`config.mk`:
```
export PLATFORM = sky130hd
export DESIGN_NAME = hazard_scoreboard
export DESIGN_NICKNAME = d
export VERILOG_FILES = /design/src/rtl/hazard_scoreboard.sv
export SDC_FILE = /design/constraint.sdc
export NUM_CORES = 1
export LEC_CHECK = 0
export CORE_MARGIN = 2
export CORE_UTILIZATION = 43
export CTS_CLUSTER_DIAMETER = 40
export DETAILED_ROUTE_END_ITERATION = 12
export PLACE_DENSITY = 0.77
export SLEW_MARGIN = 20
export SYNTH_ARGS = -nofsm -noshare
export SYNTH_HDL_FRONTEND = slang
export SYNTH_SLANG_ARGS = --single-unit
export TNS_END_PERCENT = 30
```
`constraint.sdc`:
```
create_clock -name clk -period 3.3 [get_ports clk]
set_input_delay 0.495 -clock clk [delete_from_list [all_inputs] [get_ports clk]]
set_output_delay 0.495 -clock clk [all_outputs]
set_load 0.01 [all_outputs]
```
`src/rtl/hazard_scoreboard.sv`:
```
// hazard_scoreboard
//   Stall/flush controller for the five-stage pipeline (F, D, E, M, W).
//   - A per-register pending scoreboard holds decode for RAW hazards on
//     registers written by loads and long-unit ops.
//   - A latency counter blocks a second long op until the unit frees up.
//   - A fetch FSM (IDLE/WAIT/DROP) discards an instruction response that
//     belongs to a path abandoned by an accepted redirect.
//
// Ports
//   clk, reset                 clock, asynchronous active-high reset
//   d_valid/d_wen/d_dst        decode instruction and its destination
//   d_load/d_long/d_lat        load / long-op flags and long-op latency
//   src_valid/src_addr         decode source operands (packed, AW bits each)
//   wb_valid/wb_dst            writeback ports (packed, AW bits each)
//   redirect                   mispredicted branch in E, held until accepted
//   ireq_valid/iresp_data_ok   instruction bus handshake
//   dreq_valid/dresp_data_ok   data bus handshake
//   stall_f/d/e/m              hold the stage register
//   flush_d/e/w                insert a bubble into the stage
//   fetch_drop                 discard the current instruction response
//   long_busy                  long-unit counter non-zero
//   perf_raw/struct/mem/if     stall-cycle counters
//
// Build option
//   HAZARD_PERF_EN  when defined, the four saturating perf counters are
//                   built; otherwise the perf ports are tied to zero.
module hazard_scoreboard #(
  parameter  int NREG    = 32,
  parameter  int NSRC    = 3,
  parameter  int NWB     = 2,
  parameter  int LAT_MAX = 64,
  localparam int AW      = $clog2(NREG),
  localparam int LW      = $clog2(LAT_MAX + 1)
) (
  input  logic               clk,
  input  logic               reset,
  input  logic               d_valid,
  input  logic               d_wen,
  input  logic [AW-1:0]      d_dst,
  input  logic               d_load,
  input  logic               d_long,
  input  logic [LW-1:0]      d_lat,
  input  logic [NSRC-1:0]    src_valid,
  input  logic [NSRC*AW-1:0] src_addr,
  input  logic [NWB-1:0]     wb_valid,
  input  logic [NWB*AW-1:0]  wb_dst,
  input  logic               redirect,
  input  logic               ireq_valid,
  input  logic               iresp_data_ok,
  input  logic               dreq_valid,
  input  logic               dresp_data_ok,
  output logic               stall_f,
  output logic               stall_d,
  output logic               stall_e,
  output logic               stall_m,
  output logic               flush_d,
  output logic               flush_e,
  output logic               flush_w,
  output logic               fetch_drop,
  output logic               long_busy,
  output logic [31:0]        perf_raw,
  output logic [31:0]        perf_struct,
  output logic [31:0]        perf_mem,
  output logic [31:0]        perf_if
);

  typedef enum logic [1:0] {
    F_IDLE = 2'd0,
    F_WAIT = 2'd1,
    F_DROP = 2'd2
  } fetch_state_t;

  localparam logic [LW-1:0] CNT_ONE  = {{(LW-1){1'b0}}, 1'b1};
  localparam logic [LW-1:0] CNT_ZERO = {LW{1'b0}};

  logic [NREG-1:0] pending_r;
  logic [NREG-1:0] pending_nxt_s;
  logic [NREG-1:0] wb_hit_s;
  logic [NREG-1:0] set_s;
  logic [LW-1:0]   count_r;
  logic [LW-1:0]   count_nxt_s;
  fetch_state_t    state_r;
  fetch_state_t    state_nxt_s;
  logic            raw_s;
  logic            struct_s;
  logic            mem_wait_s;
  logic            if_wait_s;
  logic            stall_d_s;
  logic            redirect_acc_s;
  logic            issue_s;
  logic            drop_s;

  // Writeback hit mask and RAW detection; a same-cycle writeback bypasses
  // through the write-through regfile, so it cancels the hazard.
  always_comb begin
    wb_hit_s = {NREG{1'b0}};
    for (int j = 0; j < NWB; j++) begin
      wb_hit_s[wb_dst[j*AW +: AW]] = wb_hit_s[wb_dst[j*AW +: AW]] | wb_valid[j];
    end
    raw_s = 1'b0;
    for (int i = 0; i < NSRC; i++) begin
      raw_s = raw_s | (src_valid[i] &
                       (src_addr[i*AW +: AW] != {AW{1'b0}}) &
                       pending_r[src_addr[i*AW +: AW]] &
                       ~wb_hit_s[src_addr[i*AW +: AW]]);
    end
  end

  assign mem_wait_s     = dreq_valid & ~dresp_data_ok;
  // count==1 means the unit frees this cycle, so a new long op may issue.
  assign struct_s       = d_valid & d_long & (count_r > CNT_ONE);
  assign if_wait_s      = (ireq_valid & ~iresp_data_ok) | (state_r == F_DROP);
  assign stall_d_s      = raw_s | struct_s | mem_wait_s;
  assign redirect_acc_s = redirect & ~mem_wait_s;
  // A wrong-path decode instruction must never mark a register pending.
  assign issue_s        = d_valid & ~stall_d_s & ~redirect;

  assign stall_m    = mem_wait_s;
  assign stall_e    = mem_wait_s;
  assign stall_d    = stall_d_s;
  assign stall_f    = stall_d_s | if_wait_s;
  assign flush_e    = (stall_d_s & ~mem_wait_s) | redirect_acc_s;
  assign flush_d    = (if_wait_s & ~stall_d_s) | redirect_acc_s | drop_s;
  assign flush_w    = mem_wait_s;
  assign fetch_drop = drop_s;
  assign long_busy  = (count_r != CNT_ZERO);

  // Next scoreboard and long-unit counter; set is applied after clear so
  // it wins on a same-register collision, and x0 is never pending.
  always_comb begin
    set_s        = {NREG{1'b0}};
    set_s[d_dst] = issue_s & d_wen & (d_load | d_long);
    pending_nxt_s    = (pending_r & ~wb_hit_s) | set_s;
    pending_nxt_s[0] = 1'b0;
    if (issue_s && d_long) begin
      count_nxt_s = (d_lat == CNT_ZERO) ? CNT_ONE : d_lat;
    end else if (count_r != CNT_ZERO) begin
      count_nxt_s = count_r - CNT_ONE;
    end else begin
      count_nxt_s = count_r;
    end
  end

  // Fetch FSM next state and response-discard decision.
  always_comb begin
    state_nxt_s = state_r;
    drop_s      = 1'b0;
    case (state_r)
      F_IDLE: begin
        if (ireq_valid && !iresp_data_ok) begin
          state_nxt_s = redirect_acc_s ? F_DROP : F_WAIT;
        end else begin
          state_nxt_s = F_IDLE;
        end
      end
      F_WAIT: begin
        if (iresp_data_ok) begin
          state_nxt_s = F_IDLE;
          drop_s      = redirect_acc_s;
        end else if (redirect_acc_s) begin
          state_nxt_s = F_DROP;
        end else begin
          state_nxt_s = F_WAIT;
        end
      end
      F_DROP: begin
        if (iresp_data_ok) begin
          state_nxt_s = F_IDLE;
          drop_s      = 1'b1;
        end else begin
          state_nxt_s = F_DROP;
        end
      end
      default: begin
        state_nxt_s = F_IDLE;
        drop_s      = 1'b0;
      end
    endcase
  end

  // State registers: scoreboard, long-unit counter and fetch FSM.
  always_ff @(posedge clk or posedge reset) begin
    if (reset) begin
      pending_r <= {NREG{1'b0}};
      count_r   <= CNT_ZERO;
      state_r   <= F_IDLE;
    end else begin
      pending_r <= pending_nxt_s;
      count_r   <= count_nxt_s;
      state_r   <= state_nxt_s;
    end
  end

`ifdef HAZARD_PERF_EN
  logic [31:0] perf_raw_r;
  logic [31:0] perf_struct_r;
  logic [31:0] perf_mem_r;
  logic [31:0] perf_if_r;

  function automatic logic [31:0] sat_inc(input logic [31:0] v, input logic en);
    return (en && (v != 32'hFFFF_FFFF)) ? (v + 32'd1) : v;
  endfunction

  // Saturating stall-cause counters.
  always_ff @(posedge clk or posedge reset) begin
    if (reset) begin
      perf_raw_r    <= 32'd0;
      perf_struct_r <= 32'd0;
      perf_mem_r    <= 32'd0;
      perf_if_r     <= 32'd0;
    end else begin
      perf_raw_r    <= sat_inc(perf_raw_r, raw_s);
      perf_struct_r <= sat_inc(perf_struct_r, struct_s);
      perf_mem_r    <= sat_inc(perf_mem_r, mem_wait_s);
      perf_if_r     <= sat_inc(perf_if_r, if_wait_s);
    end
  end

  assign perf_raw    = perf_raw_r;
  assign perf_struct = perf_struct_r;
  assign perf_mem    = perf_mem_r;
  assign perf_if     = perf_if_r;
`else
  assign perf_raw    = 32'd0;
  assign perf_struct = 32'd0;
  assign perf_mem    = 32'd0;
  assign perf_if     = 32'd0;
`endif

endmodule

```
==> key figures, run 1 <==
Clock tree
  – CTS HTree Levels: 2
  – Worst-Skew Late Latency: 0.28 ns
  – Clock-pin slew on the worst setup and hold paths: 0.06 ns
  – CTS tree: yes
  – CTS Sinks: 40
  – CTS Buf Count: 5
  – Root Buffer: clkbuf_16
  – Clock Path Buffers: 2

GRT
  – Vias in the first global route: 7104
  – Grt ovf: 0
  – First-pass GRT wire length: 38290 um
  – Tot GR Track Use: 29.90%
  – Initial antenna violation count: 0
  – Largest net degree at the start of global routing: 41

Layout
  – ANT cells: 0
  – Commonest non-fill, non-tap cell in the layout: buf_4
  – Non-Filler Instances: 1312
  – Fraction of layout cells with a size suffix above 1: 36.79%
  – Most frequent cells in the layout: buf_4, conb_1, nand2_1, nor2_1
  – Area delta synth->final: 46.96%
  – Fill cell count: 1139
  – Footprint of the multi-input gates: 5086 sq um
  – Fin nets: 1186
  – Sequential cell area: 1001 sq um

Logic synthesis
  – Mux cell area share after synthesis: 11.16%
  – Post-Synth Adder-Cell Area: 1.154%
  – Cells after Synth: 833
  – Post-Synthesis Cell Area: 6504 sq um
  – Top FF cell, synth: dfrtp_1
  – Top post-synthesis cells by area: buf_4, dfrtp_1, mux4_2
  – Yosys top cell area share: 15.70%
  – Async SR Flop Fraction: 100.0%
  – Compound-Gate Fraction of Synth Area: 24.11%
  – Post-synth top area cell: buf_4
  – Xor/xnor share of the synthesized area: 2.482%
  – Avg Cell Area, Syn: 7.808 sq um
  – Seq cells post-synth: 40
  – Largest family of logic cells by synthesized area: simple AND/OR/NAND/NOR gates
  – Post-synthesis simple-gate area fraction: 24.82%
  – Warnings from Yosys: 0
  – Sequential area share after synthesis: 15.39%
  – Post-synth cell types: 99
  – EDFF count, synth: 0

Outcome
  – Failing checks: negative setup slack
  – Outcome: finished, violations left

Drt
  – First-iteration detailed-routing DRC count: 1044
  – DRT Wirelength: 27080 um
  – Drt drc: 0
  – Vias per Instance: 6.078
  – DRT Pass-1 Iters: 8
  – Post-DRT Antenna Nets: 0
  – Routed via count: 7974
  – DR WL/cell: 20.64 um

STA
  – # setup viols final: 8
  – Endpoints failing hold: 0
  – RSZ-0062 raised after global routing: yes
  – Final-report max-slew violation count: 0
  – Min Tclk post-route: 3.764 ns
  – Final hold slack: 0.5405 ns
  – Fmax: 265.6 MHz
  – Post-route setup slack: -0.4644 ns
  – Max-Slew Margin vs Limit: 51.50%
  – Slew at the pin with the worst max-slew slack: 0.7248 ns
  – Final period util: 114.1%
  – Worst Skew: 0.006855 ns

Floorplan
  – Die area: 16130 sq um
  – Number of I/O pins: 190
  – Die height: 127.0 um
  – Core Box Area: 14640 sq um
  – Starting density of the core: 44.41%
  – Die Width: 127.0 um
  – # rows: 44

Placement
  – Port bufs: 61
  – Inst Count DP: 1260
  – Routability cong.: 1.023
  – Post-place setup slack: -1.293 ns
  – Post-DP HPWL: 19420 um

Worst setup path
  – CP arrival: 3.27 ns
  – Req. time, crit path: 2.80 ns
  – Element type at the critical path end: primary output
  – CP Class: primary input to primary output
  – CP Max Fanout: 9
  – Crit start category: primary input

Power and ir drop
  – Power Density: 263.0 nW/um^2
  – Leak: 4.231 nW
  – VDD IR max: 273.3 uV

Flow run
  – Maxcap violations: 0

Hold path
  – HP Class: flop to flop
[metal layers]
| metal | part of all wire [%] | global-route usage, % | up-vias |
|---|---|---|---|
| met5 | 0 | 0 | - |
| met4 | 5.5 | 8.985 | 0 |
| met3 | 11 | 5.151 | 177 |
| met2 | 46 | 49.91 | 659 |
| met1 | 38 | 39.83 | 3712 |
| li1 | - | - | 3426 |
[cell type report]
class / count / area share (%)
Clock buffer: 7 / 1.597
Clock inverter: 1 / 0.3142
Inverter: 29 / 1.178
Multi-Input combinational cell: 704 / 53.21
Sequential cell: 40 / 10.47
Tap cell: 184 / 2.409
Timing Repair Buffer: 347 / 30.82
[metrics by stage]
step,TNS (ns),util (%),power [mW],instance area [sq um]
finish,-2.013,65.27,2.514,9558
floorplan,-0.03093,-,1.398,7079
global placement,-28.22,58.33,1.702,8542
detailed placement,-29.50,58.33,1.737,8542
CTS,-2.323,61.92,2.388,9067
global route,-3.331,65.27,2.621,9558
[Yosys cell counts, drive strengths merged, types with 12 or more instances]
library cell and instances:
a21oi 22, mux4 22, nand2b 13, a31oi 17
nand4 13, clkbuf 27, nor4 12, a211oi 22
nor3 21, buf 160, dfrtp 40, nor2 44
mux2i 14, inv 27, nand2 98, o22ai 17
nand3 25, o21ai 46, nor2b 12, o211ai 16
[what timing repair did]
action	CTS	global route
buffers inserted	20	26
hold buffers	0	0
pin swaps	25	41
gates resized for setup	83	89
gates cloned	1	0
endpoints found under the setup margin	42	42
[path summary, 6_finish.rpt]
| kind | end | depth (start not counted) | startpoint | slack, ns |
|---|---|---|---|---|
| hold / removal | pending_r[19] | 2 | pending_r[19] | 0.54 |
| hold reg to reg | pending_r[19] | 2 | pending_r[19] | 0.54 |
| setup / recovery | stall_d | 16 | wb_dst[7] | -0.46 |
| setup reg to reg | count_r[3] | 13 | pending_r[5] | 0.49 |
| min in group asynchronous | pending_r[7] | 3 | reset | 0.68 |
| max in group asynchronous | pending_r[6] | 3 | reset | 2.25 |
[sequential cells by signal, summed over array words and instances (netlist names)]
signal and cells:
pending_r 31, count_r 7, state_r 2
[power by group]
part	internal, mW	total (mW)	leakage (nW)	switching [mW]
sequential	0.572	0.654	0.533	0.0824
combinational	0.603	1.26	3.61	0.661
clock	0.398	0.596	0.0901	0.198
[worst max-delay path, stage by stage]
cell,delay (ns)
buf_12,0.12
buf_4,0.15
buf_4,0.16
nand3b_1,0.17
buf_6,0.15
buf_4,0.15
o311ai_4,0.34
buf_4,0.17
nor3_1,0.05
a41oi_1,0.22
o311ai_2,0.18
a211oi_4,0.33
o211ai_4,0.14
buf_4,0.17
nand2b_4,0.13
buf_2,0.14
[cells by family (layout without fill, tap and decap cells)]
family	after synthesis	in the layout
and+or+nand+nor	298	298
buffers and inverters	216	384
AOI/OAI and AO/OA	213	213
muxes	44	44
DFF	40	40
xor gates and xnor gates	15	15
adders and majority gates	6	6
other	1	128
Note: power is estimated with default switching activity, not from simulation.
==> run 2: changes to the inputs <==
- CORE_UTILIZATION: 43 -> 45
- PLACE_DENSITY: 0.77 -> 0.8
==> key figures, run 2 (synthesized netlist as in run 1, its figures left out) <==
Worst setup path
  – CP Class: primary input to primary output
  – Element type at the critical path end: primary output
  – CP arrival: 3.24 ns (-0.03 ns)
  – Crit start category: primary input
  – Worst R2R End: count_r[5]
  – Req. time, crit path: 2.80 ns (about the same)
  – R2r setup slk: 0.52 ns (+0.03 ns)
  – CP Max Fanout: 6 (-3)
  – Reg2reg start: pending_r[12]
  – Worst-path cell chain: buf_12, buf_4, xnor2_2, nand4_4, buf_4, nor2_1, o31a_1, buf_4, a211o_1, o211ai_1, a32oi_4, o211ai_4, buf_6, o31ai_4, buf_2
  – Register-to-Register Path Depth: 10 (-3)
  – Crit path buffers/inverters: 6 (-2)
  – Largest delay contributor family on the critical path: compound AO/OA/AOI/OAI gates
  – Critical-path top delay cell: a32oi_4
  – Crit-path most repeated cell: buf_4
  – Slowest stage delay, CP: 0.30 ns (-0.04 ns)

Floorplan
  – Die height: 124.2 um (-2.2%)
  – Starting density of the core: 46.49% (+2.1 points)
  – Number of I/O pins: 190 (unchanged)
  – Die Width: 124.2 um (-2.2%)
  – # rows: 43 (-2.3%)
  – Die area: 15430 sq um (-4.3%)
  – Core Box Area: 13990 sq um (-4.5%)

Clock tree
  – CTS tree: yes
  – Clock Path Buffers: 2 (unchanged)
  – Root Buffer: clkbuf_16
  – CTS Sinks: 40 (unchanged)
  – CTS Buf Count: 5 (unchanged)
  – Worst-Skew Late Latency: 0.28 ns (about the same)
  – Clock-pin slew on the worst setup and hold paths: 0.06 ns (about the same)
  – CTS HTree Levels: 2 (unchanged)
  – CTS hold repair buffers: 0 (unchanged)

Power and ir drop
  – Power Density: 264.8 nW/um^2 (+0.69%)
  – VDD IR max: 243.2 uV (-11%)
  – Design Power: 2.512 mW (about the same)
  – Leak: 4.181 nW (-1.2%)

Outcome
  – Failing checks: negative setup slack
  – Outcome: finished, violations left

Drt
  – DRT Wirelength: 26600 um (-1.8%)
  – First-iteration detailed-routing DRC count: 1096 (+5.0%)
  – Vias per Instance: 6.063 (-0.24%)
  – Routed via count: 7852 (-1.5%)
  – DR WL/cell: 20.54 um (-0.49%)
  – DRT Pass-1 Iters: 7 (-1)
  – Drt drc: 0 (unchanged)
  – Post-DRT Antenna Nets: 0 (unchanged)

GRT
  – Largest net degree at the start of global routing: 41 (unchanged)
  – Tot GR Track Use: 31.19% (+1.3 points)
  – Vias in the first global route: 7168 (+0.90%)
  – First-pass GRT wire length: 38830 um (+1.4%)
  – Initial antenna violation count: 0 (unchanged)
  – Grt ovf: 0 (unchanged)

Layout
  – Most frequent cells in the layout: buf_4, conb_1, nand2_1, clkdlybuf4s50_1, nor2_1
  – Non-Filler Instances: 1295 (-1.3%)
  – Cell area after layout: 9487 sq um (-0.75%)
  – Area delta synth->final: 45.86%
  – Sequential cell area: 1001 sq um (unchanged)
  – Largest register FFs: 31 (unchanged)
  – Core Util, Final: 67.82% (+2.5 points)
  – Fin nets: 1174 (-1.0%)
  – Commonest non-fill, non-tap cell in the layout: buf_4
  – Footprint of the multi-input gates: 5107 sq um (+0.42%)
  – Fraction of layout cells with a size suffix above 1: 36.77% (about the same)
  – ANT cells: 0 (unchanged)
  – Fill cell count: 1071 (-6.0%)
  – Top reg by flops: pending_r
  – Regs by FF count: pending_r x31, count_r x7, state_r x2

Placement
  – Post-place setup slack: -1.204 ns (+0.08914 ns)
  – Inst Count DP: 1249 (-0.87%)
  – Port bufs: 61 (unchanged)
  – Routability cong.: 0.9861 (-3.6%)
  – Placement Cell Area: 8484 sq um (-0.67%)
  – Post-DP HPWL: 19350 um (-0.36%)

STA
  – Slew at the pin with the worst max-slew slack: 0.7804 ns (+0.05558 ns)
  – Endpoints failing hold: 0 (unchanged)
  – Max-Slew Margin vs Limit: 47.78% (-3.7 points)
  – Min Tclk post-route: 3.731 ns (-0.03343 ns)
  – Post-route setup slack: -0.4310 ns (+0.03343 ns)
  – Final-report max-slew violation count: 0 (unchanged)
  – TNS Setup: -1.519 ns (+0.4942 ns)
  – Final period util: 113.1% (-1.0 points)
  – Final hold slack: 0.5320 ns (-0.008488 ns)
  – # setup viols final: 6 (-2)
  – RSZ-0062 raised after global routing: yes
  – Fmax: 268.0 MHz (+0.90%)
  – Worst Skew: 0.005568 ns (-0.001287 ns)

Hold path
  – HP Class: flop to flop
  – Hold EP: pending_r[18]
  – HP Start: pending_r[18]
  – Hold Crit Depth: 2 (unchanged)

Flow run
  – Maxcap violations: 0 (unchanged)
run 2: routing by layer:
layer  global-route usage, %  wire [um]  vias up
li1                        -          -     3404
met4                   12.76       1339        0
met3                   4.733       3246      143
met5                       0          0        -
met2                   50.72      12130      678
met1                   41.48       9879     3627
run 2: final cells by class:
class,instances,share of cell area [%]
Tap cell,180,2.374
Clock buffer,5,1.319
Clock inverter,2,0.6331
Sequential cell,40,10.55
Timing Repair Buffer,335,30.10
Inverter,29,1.187
Multi-Input combinational cell,704,53.84
run 2: timing repair:
item,in CTS,in global routing
pin swaps,27,34
setup endpoints to repair,42,42
gates cloned,2,1
setup buffers,20,20
resized for setup,101,82
run 2: power by group:
group	switching [mW]	total, mW	internal (mW)
clock	0.192	0.621	0.429
sequential	0.0831	0.655	0.572
combinational	0.657	1.24	0.579
run 2: worst reg2reg max path: cells and delay by family, from the launching register on:
kind,cells,cell delay (ns)
simple gates,1,0.07
buf+inv,2,0.27
mux,3,1.10
compound gates,4,0.81
flops,1,0.42
run 2: how the worst max path moves through the flow:
stage	start	to	slack, ns	depth (start not counted)
after floorplan	wb_dst[5]	stall_f	-0.02	11
after global placement	wb_dst[2]	flush_d	-1.17	11
after detailed placement	wb_dst[4]	flush_d	-1.20	12
after CTS	wb_dst[2]	flush_d	-0.40	15
after global routing	wb_dst[9]	flush_d	-0.49	13
final	wb_dst[2]	flush_d	-0.43	15
